### config.mk
export PLATFORM = sky130hd
export DESIGN_NAME = strobed_input_port
export DESIGN_NICKNAME = d
export VERILOG_FILES = /design/src/rtl/ppi_pkg.sv /design/src/rtl/strobe_edge_detect.sv /design/src/rtl/strobed_input_port.sv
export SDC_FILE = /design/constraint.sdc
export NUM_CORES = 1
export LEC_CHECK = 0
export CORE_MARGIN = 8
export CORE_UTILIZATION = 41
export DETAILED_ROUTE_END_ITERATION = 10
export GPL_TIMING_DRIVEN = 0
export PLACE_DENSITY = 0.88
export SYNTH_ARGS = -nofsm -noshare
export SYNTH_HDL_FRONTEND = slang
export SYNTH_SLANG_ARGS = --single-unit
### constraint.sdc
create_clock -name clk -period 2 [get_ports clk]
set_clock_uncertainty 0.1 [all_clocks]
set_input_delay 0.3 -clock clk [delete_from_list [all_inputs] [get_ports clk]]
set_output_delay 0.3 -clock clk [all_outputs]
set_load 0.005 [all_outputs]
### src/rtl/ppi_pkg.sv
`default_nettype none
// ============================================================================
// Module   : ppi_pkg
// Purpose  : Shared types and constants for the 8255A strobed input port:
//            handshake state enum, StatusBits bit positions, default width.
// Revision : 1.0 - initial release
// ============================================================================
package ppi_pkg;

    // Default data width of the port and its input buffer
    localparam int c_DEFAULT_WIDTH = 8;

    // Bit positions inside the 4-bit StatusBits field
    localparam int c_STAT_OVR  = 3;
    localparam int c_STAT_INTR = 2;
    localparam int c_STAT_IBF  = 1;
    localparam int c_STAT_INTE = 0;

    // Mode-1 input handshake states
    typedef enum logic [1:0] {
        EMPTY   = 2'd0,
        STROBE  = 2'd1,
        FULL    = 2'd2,
        READING = 2'd3
    } hs_state_t;

endpackage : ppi_pkg
`default_nettype wire

### src/rtl/strobe_edge_detect.sv
`default_nettype none
// ============================================================================
// Module   : strobe_edge_detect
// Purpose  : Samples an active-low strobe and produces single-cycle fall and
//            rise pulses. Build option STROBE_SYNC_EN inserts a two-flop
//            synchronizer ahead of the sample flop for asynchronous strobes.
// Revision : 1.0 - initial release
// ============================================================================
module strobe_edge_detect (
    input  logic clk,
    input  logic reset,
    input  logic i_strobe_n,
    output logic o_fall,
    output logic o_rise
);

    logic w_pin;
    logic r_sample;
    logic r_hist;

`ifdef STROBE_SYNC_EN
    logic [1:0] r_sync;

    // Two-flop synchronizer; idles high like the strobe itself
    always_ff @(posedge clk or posedge reset) begin
        if (reset) r_sync <= 2'b11;
        else       r_sync <= {r_sync[0], i_strobe_n};
    end

    assign w_pin = r_sync[1];
`else
    assign w_pin = i_strobe_n;
`endif

    // Sample flop followed by the history flop used for edge comparison
    always_ff @(posedge clk or posedge reset) begin
        if (reset) begin
            r_sample <= 1'b1;
            r_hist   <= 1'b1;
        end else begin
            r_sample <= w_pin;
            r_hist   <= r_sample;
        end
    end

    assign o_fall = r_hist & ~r_sample;
    assign o_rise = ~r_hist & r_sample;

endmodule : strobe_edge_detect
`default_nettype wire

### src/rtl/strobed_input_port.sv
`default_nettype none
// ============================================================================
// Module   : strobed_input_port
// Purpose  : 8255A mode-1 strobed input channel (port A or B). Latches
//            PortIn on STB_n falling, drives the IBF/INTR handshake and clears
//            it on CPU buffer reads. Mode 0 makes the buffer transparent.
//            Build option STROBE_SYNC_EN: synchronize STB_n/RdBuf_n.
// Revision : 1.0 - initial release
// ============================================================================
module strobed_input_port
    import ppi_pkg::*;
#(
    parameter int WIDTH = c_DEFAULT_WIDTH
) (
    input  logic             clk,
    input  logic             reset,
    input  logic [WIDTH-1:0] PortIn,
    input  logic             STB_n,
    input  logic             RdBuf_n,
    input  logic             Inte,
    input  logic             ModeStrobed,
    output logic [WIDTH-1:0] InBuf,
    output logic             IBF,
    output logic             INTR,
    output logic [3:0]       StatusBits
);

    hs_state_t r_state;
    hs_state_t w_next;
    logic      r_ovr;
    logic      w_stb_fall, w_stb_rise;
    logic      w_rd_fall, w_rd_rise;
    logic      w_latch, w_set_ibf, w_clr_ibf, w_set_ovr;

    strobe_edge_detect u_stb_edge (
        .clk        (clk),
        .reset      (reset),
        .i_strobe_n (STB_n),
        .o_fall     (w_stb_fall),
        .o_rise     (w_stb_rise)
    );

    strobe_edge_detect u_rd_edge (
        .clk        (clk),
        .reset      (reset),
        .i_strobe_n (RdBuf_n),
        .o_fall     (w_rd_fall),
        .o_rise     (w_rd_rise)
    );

    // Next-state and datapath decisions for the mode-1 handshake
    always_comb begin
        w_next    = r_state;
        w_latch   = 1'b0;
        w_set_ibf = 1'b0;
        w_clr_ibf = 1'b0;
        w_set_ovr = 1'b0;
        case (r_state)
            EMPTY: begin
                if (w_stb_fall) begin
                    w_next    = STROBE;
                    w_latch   = 1'b1;
                    w_set_ibf = 1'b1;
                end
            end
            STROBE: begin
                if (w_stb_rise) w_next = FULL;
            end
            FULL: begin
                // A new strobe overwrites unread data before a read starts
                if (w_stb_fall) begin
                    w_next    = STROBE;
                    w_latch   = 1'b1;
                    w_set_ovr = 1'b1;
                end else if (w_rd_fall) begin
                    w_next = READING;
                end
            end
            READING: begin
                // Strobe landing on the read's trailing edge is a clean
                // back-to-back transfer, not an overrun; IBF stays set
                if (w_stb_fall) begin
                    w_next    = STROBE;
                    w_latch   = 1'b1;
                    w_set_ovr = ~w_rd_rise;
                end else if (w_rd_rise) begin
                    w_next    = EMPTY;
                    w_clr_ibf = 1'b1;
                end
            end
            default: w_next = EMPTY;
        endcase
    end

    // Handshake state, buffer and registered flags
    always_ff @(posedge clk or posedge reset) begin
        if (reset) begin
            r_state <= EMPTY;
            InBuf   <= '0;
            IBF     <= 1'b0;
            INTR    <= 1'b0;
            r_ovr   <= 1'b0;
        end else if (!ModeStrobed) begin
            r_state <= EMPTY;
            InBuf   <= PortIn;
            IBF     <= 1'b0;
            INTR    <= 1'b0;
            r_ovr   <= 1'b0;
        end else begin
            r_state <= w_next;
            if (w_latch)        InBuf <= PortIn;
            if (w_set_ibf)      IBF   <= 1'b1;
            else if (w_clr_ibf) IBF   <= 1'b0;
            // Starting a read acknowledges any earlier overrun
            if (w_rd_fall)      r_ovr <= 1'b0;
            else if (w_set_ovr) r_ovr <= 1'b1;
            INTR <= (w_next == FULL) && Inte;
        end
    end

    // Port-C status nibble read back through the data-output mux
    always_comb begin
        StatusBits              = '0;
        StatusBits[c_STAT_OVR]  = r_ovr;
        StatusBits[c_STAT_INTR] = INTR;
        StatusBits[c_STAT_IBF]  = IBF;
        StatusBits[c_STAT_INTE] = Inte;
    end

endmodule : strobed_input_port
`default_nettype wire
Word level (Yosys, flattened, before mapping)
Cells that the tools add are included.
- bits in registers: 17
- output and inout port bits: 14
- logic and storage cells: 53
- eq/ne operators: 7
- muxes and demuxes: 25
- bitwise operators: 9
- reduce and logical (&&, ||, !) cells: 3
- operators with widths (cell ; count):
    8-bit 2-to-1 mux ; 2
    1-bit 2-to-1 mux ; 14
    2-bit 2-to-1 mux ; 7
    2-bit case mux with 4 select lines ; 1
    2-bit == test, second input constant ; 3
    3-bit by 1-bit != test with 1-bit output, second input constant ; 2
    1-bit inverter ; 5
    1-bit AND ; 4
    3-bit OR reduction ; 1
    2-bit by 1-bit == test with 1-bit output, second input constant ; 1
    2-bit zero test ; 1
    2-bit by 1-bit != test with 1-bit output, second input constant ; 1
    1-bit case mux with 2 select lines ; 1
    1-bit logical AND ; 1

Longest topological paths before layout
- depth in word-level cells: 8
- gate-level depth with buffers: 4

By module
Synthesis repeated with hierarchy kept, for this count alone.
- cell total of the unflattened synthesis: 56
- area total of the unflattened synthesis: 725.7 sq um
- modules (own cells, without submodules) (module ; instances ; cells each ; area each (sq um) ; seq. area each (sq um)):
    strobed_input_port ; 1 ; 46 ; 583.1 ; 325.3
    strobe_edge_detect ; 2 ; 5 ; 71.3 ; 52.6

Least setup slack after synthesis
No wires, ideal clock.
- path type: register to register
- from: register u_stb_edge.r_hist
- to: register InBuf[0]
- setup time: 0.125 ns
- arrival time: 1.240 ns
- required time: 1.775 ns
- setup slack: 0.535 ns
- stages on the path, launching flop included: 4
- path buffers: 0
- cells stage by stage: dfstp_2 > nand2b_1 > o21ai_4 > mux2_2
- longest elaborated chain between the ends: 4
- RTL lines (what ; RTL line ; source):
    start: declaration ; strobe_edge_detect.sv:19 ; logic r_hist;
    start signal: assignment ; strobe_edge_detect.sv:42 ; r_hist <= r_sample;
    1-bit AND ; strobe_edge_detect.sv:46 ; assign o_fall = r_hist & ~r_sample;
    1-bit 2-to-1 mux ; strobed_input_port.sv:60, strobed_input_port.sv:71, strobed_input_port.sv:82 ;
    1-bit 2-to-1 mux ; -- ;
    2-bit by 1-bit != test with 1-bit output (no line) ; -- ;
    end signal: assignment ; strobed_input_port.sv:105 ; InBuf <= PortIn;
    end signal: assignment ; strobed_input_port.sv:111 ; if (w_latch) InBuf <= PortIn;
    end: declaration ; strobed_input_port.sv:22 ; output logic [WIDTH-1:0] InBuf,
No other way between the ends.
A chain may end at the register's enable or synchronous reset.

Final worst setup path
- from: input port Inte
- to: output port StatusBits[0]
- RTL lines (what ; RTL line ; source):
    start: declaration ; strobed_input_port.sv:20 ; input logic Inte,
    end: declaration ; strobed_input_port.sv:25 ; output logic [3:0] StatusBits
No word-level cell between the ends.

==> key figures <==
Global route
  • Global route total overflow: 0
  • GRT Total Usage: 9.660%
  • Initial antenna violation count: 0
  • Vias in the first global route: 581
  • First-pass GRT wire length: 2.490 mm
  • Largest net degree at the start of global routing: 18

Logic synthesis
  • Register area share after synthesis: 62.21%
  • XOR/XNOR Fraction of Synth Area: 0%
  • Largest family of logic cells by synthesized area: multiplexers
  • Synth Area in Simple Gates: 10.85%
  • Yosys reg bits: 17
  • Synth warn: 0
  • Distinct cells, synth: 21
  • Synth Instances: 52
  • Mux cell area share after synthesis: 13.02%
  • Synth area leaders: dfrtp_1 47%, dfstp_2 15%, mux2_2 13%, buf_4 4.3%, o21ai_4 2.4%
  • Netlist Area Pre-Place: 691.9 µm²
  • Top cell type's share of synthesized area: 47.02%
  • Adder-Cell Fraction of Synth Area: 0%
  • Synth area leader: dfrtp_1
  • Post-synthesis compound-gate area fraction: 7.957%
  • Syn avg cell area: 13.31 µm²
  • Syn_nets: 66

Final layout
  • Area grow syn2layout: 45.93%
  • Nets: 98
  • Antenna Cells: 0
  • Fraction of layout cells with a size suffix above 1: 24.10%
  • Util after Layout: 61.14%

CTS
  • TritonCTS Buffers: 3
  • Worst-path clk slew: 0.09 ns
  • CTS Hold Buffers Added: 0
  • Htree depth: 1
  • CTS tree: yes
  • Post-cts sizing count: 0
  • Number of setup buffers added after CTS: 0
  • Clock Latency Late Sink: 0.28 ns
  • # clock sinks: 17
  • Clock buffer depth: 2
  • Root Buffer: clkbuf_4

Detailed routing
  • Drt total wl: 1.466 mm
  • Initial drt markers: 1
  • WL/cell: 14.66 µm
  • Vias: 494
  • Drt via density: 4.940
  • Routed Antenna Nets: 0
  • Post-detailed-route DRC marker count: 0
  • DR pass1 iterations: 4

Floorplan
  • IO Pins: 28
  • Die width: 57.08 µm
  • Die Area: 3258 µm²
  • Initial Util: 41.89%
  • Area of the core: 1652 µm²
  • Die H: 57.08 µm
  • Row cnt: 15

Setup path
  • Critical Path AT: 1.36 ns
  • CP Launch Type: input port
  • Setup CP Type: in2out
  • CP required: 1.60 ns
  • CP Capture Type: primary output
  • Crit path max fanout: 2

STA
  • Peak Freq: 566.9 MHz
  • # setup viols final: 0
  • Max Slew Vio Count: 0
  • Slew margin rel.: 58.06%
  • Fin. Hold Viols: 0
  • Final hold slack: 0.2887 ns
  • Period utilisation layout: 88.19%
  • RSZ-0062 raised after global routing: no
  • Setup TNS: 0 ns
  • Clock period minus worst slack: 1.764 ns
  • Post-route setup slack: 0.2361 ns
  • Worst-Margin Slew: 0.6283 ns

Power and ir drop
  • Sw power: 0.0001579 W
  • Clock power frac: 25.0%
  • Logic gate share of total power: 19.2%
  • Leakage: 0.4345 nW
  • Pwr/cell area: 691.4 nW/µm²
  • P_int: 0.0005403 W
  • Switching share of power: 22.62%
  • Worst vdd ir: 0.4528 mV
  • Sequential share of power: 55.8%

Placed design
  • DP Wirelength: 1.175 mm
  • Port buffer count: 27
  • GPL Wtd Cong: 0.7034
  • DP Worst Slack: 0.2281 ns

Hold path
  • Worst hold path type: in2async

Run
  • Maxcap violations: 0

Status
  • Status: finished, final reports clean
synthesized netlist by cell type (all sizes together):
cell / n
dfrtp: 13
mux2: 8
buf: 4
dfstp: 4
inv: 3
nor2: 3
a31oi: 2
nor2b: 2
o21ai: 2
a21oi: 1
a221oi: 1
and3: 1
nand2: 1
nand2b: 1
nand3b: 1
nand4: 1
nand4b: 1
nor3: 1
nor3b: 1
o21bai: 1
registers in the layout (all words and copies together), names as in the netlist:
| signal | count |
|---|---|
| InBuf | 8 |
| r_state | 2 |
| IBF | 1 |
| INTR | 1 |
| r_ovr | 1 |
| u_rd_edge.r_hist | 1 |
| u_rd_edge.r_sample | 1 |
| u_stb_edge.r_hist | 1 |
| u_stb_edge.r_sample | 1 |
placed cells by master (no fill, tap or decap):
cell type | netlist | final
a21oi_1 | 1 | 1
a221oi_1 | 1 | 1
a31oi_1 | 2 | 2
and3_1 | 1 | 1
buf_4 | 4 | 4
clkbuf_1 | 0 | 1
clkbuf_4 | 0 | 3
clkdlybuf4s50_1 | 0 | 27
dfrtp_1 | 13 | 13
dfstp_2 | 4 | 4
inv_1 | 3 | 3
mux2_2 | 8 | 8
nand2_1 | 1 | 1
nand2b_1 | 1 | 1
nand3b_1 | 1 | 1
nand4_1 | 1 | 1
nand4b_1 | 1 | 1
nor2_1 | 3 | 3
nor2b_1 | 2 | 2
nor3_1 | 1 | 1
nor3b_1 | 1 | 1
o21ai_0 | 1 | 1
o21ai_4 | 1 | 1
o21bai_1 | 1 | 1
final cells by class:
class	count	area, µm²
Buffer	4	30.03
Clock buffer	4	26.28
Fill cell	141	641.9
Inverter	3	11.26
Multi-Input combinational cell	28	220.2
Sequential cell	17	430.4
Tap cell	17	21.27
Timing Repair Buffer	27	270.3
cells by family after synthesis:
family                 after synthesis
AND/OR/NAND/NOR                     13
flip-flops                          17
multiplexers                         8
AO/OA/AOI/OAI                        7
buffers and inverters                7
per-stage QoR:
stage | instances | cell area (µm²) | total power (W)
finish | 100 | 1010 | 0.0006982
global route | 100 | 1010 | 0.0007434
CTS | 100 | 1010 | 0.0007114
detailed placement | 96 | 983.4 | 0.0005328
global placement | 96 | 983.4 | 0.0005265
floorplan | 52 | 691.9 | 0.0004453
worst max-delay path: stages:
cell and delay, ns:
clkdlybuf4s50_1 0.47, buf_4 0.10, clkdlybuf4s50_1 0.49
power groups by stage:
stage | clock network [W] | registers [W] | logic [W]
CTS | 0.000184 | 0.000390 | 0.000137
global placement | 0 | 0.000394 | 0.000133
detailed placement | 0 | 0.000396 | 0.000137
global route | 0.000206 | 0.000393 | 0.000144
floorplan | 0 | 0.000395 | 0.0000499
finish | 0.000174 | 0.000389 | 0.000134
layer usage:
metal,track usage (%),part of all wire [%],routed length [µm]
met2,16.12,52,764
met3,3.991,6.3,92
met5,0,0,0
met1,9.682,40,592
met4,6.040,1.1,16
final timing paths:
kind                                     start          endpoint  slack (ns)  cells after the start
max                                       Inte     StatusBits[0]        0.24                      3
min                                      reset          InBuf[5]        0.29                      2
max reg2reg                u_stb_edge.r_sample              INTR        0.40                      4
min reg2reg                 u_rd_edge.r_sample  u_rd_edge.r_hist        0.29                      0
max in group asynchronous                reset              INTR        1.10                      2
min in group clk            u_rd_edge.r_sample  u_rd_edge.r_hist        0.29                      0
Note: power is estimated with default switching activity, not from simulation.
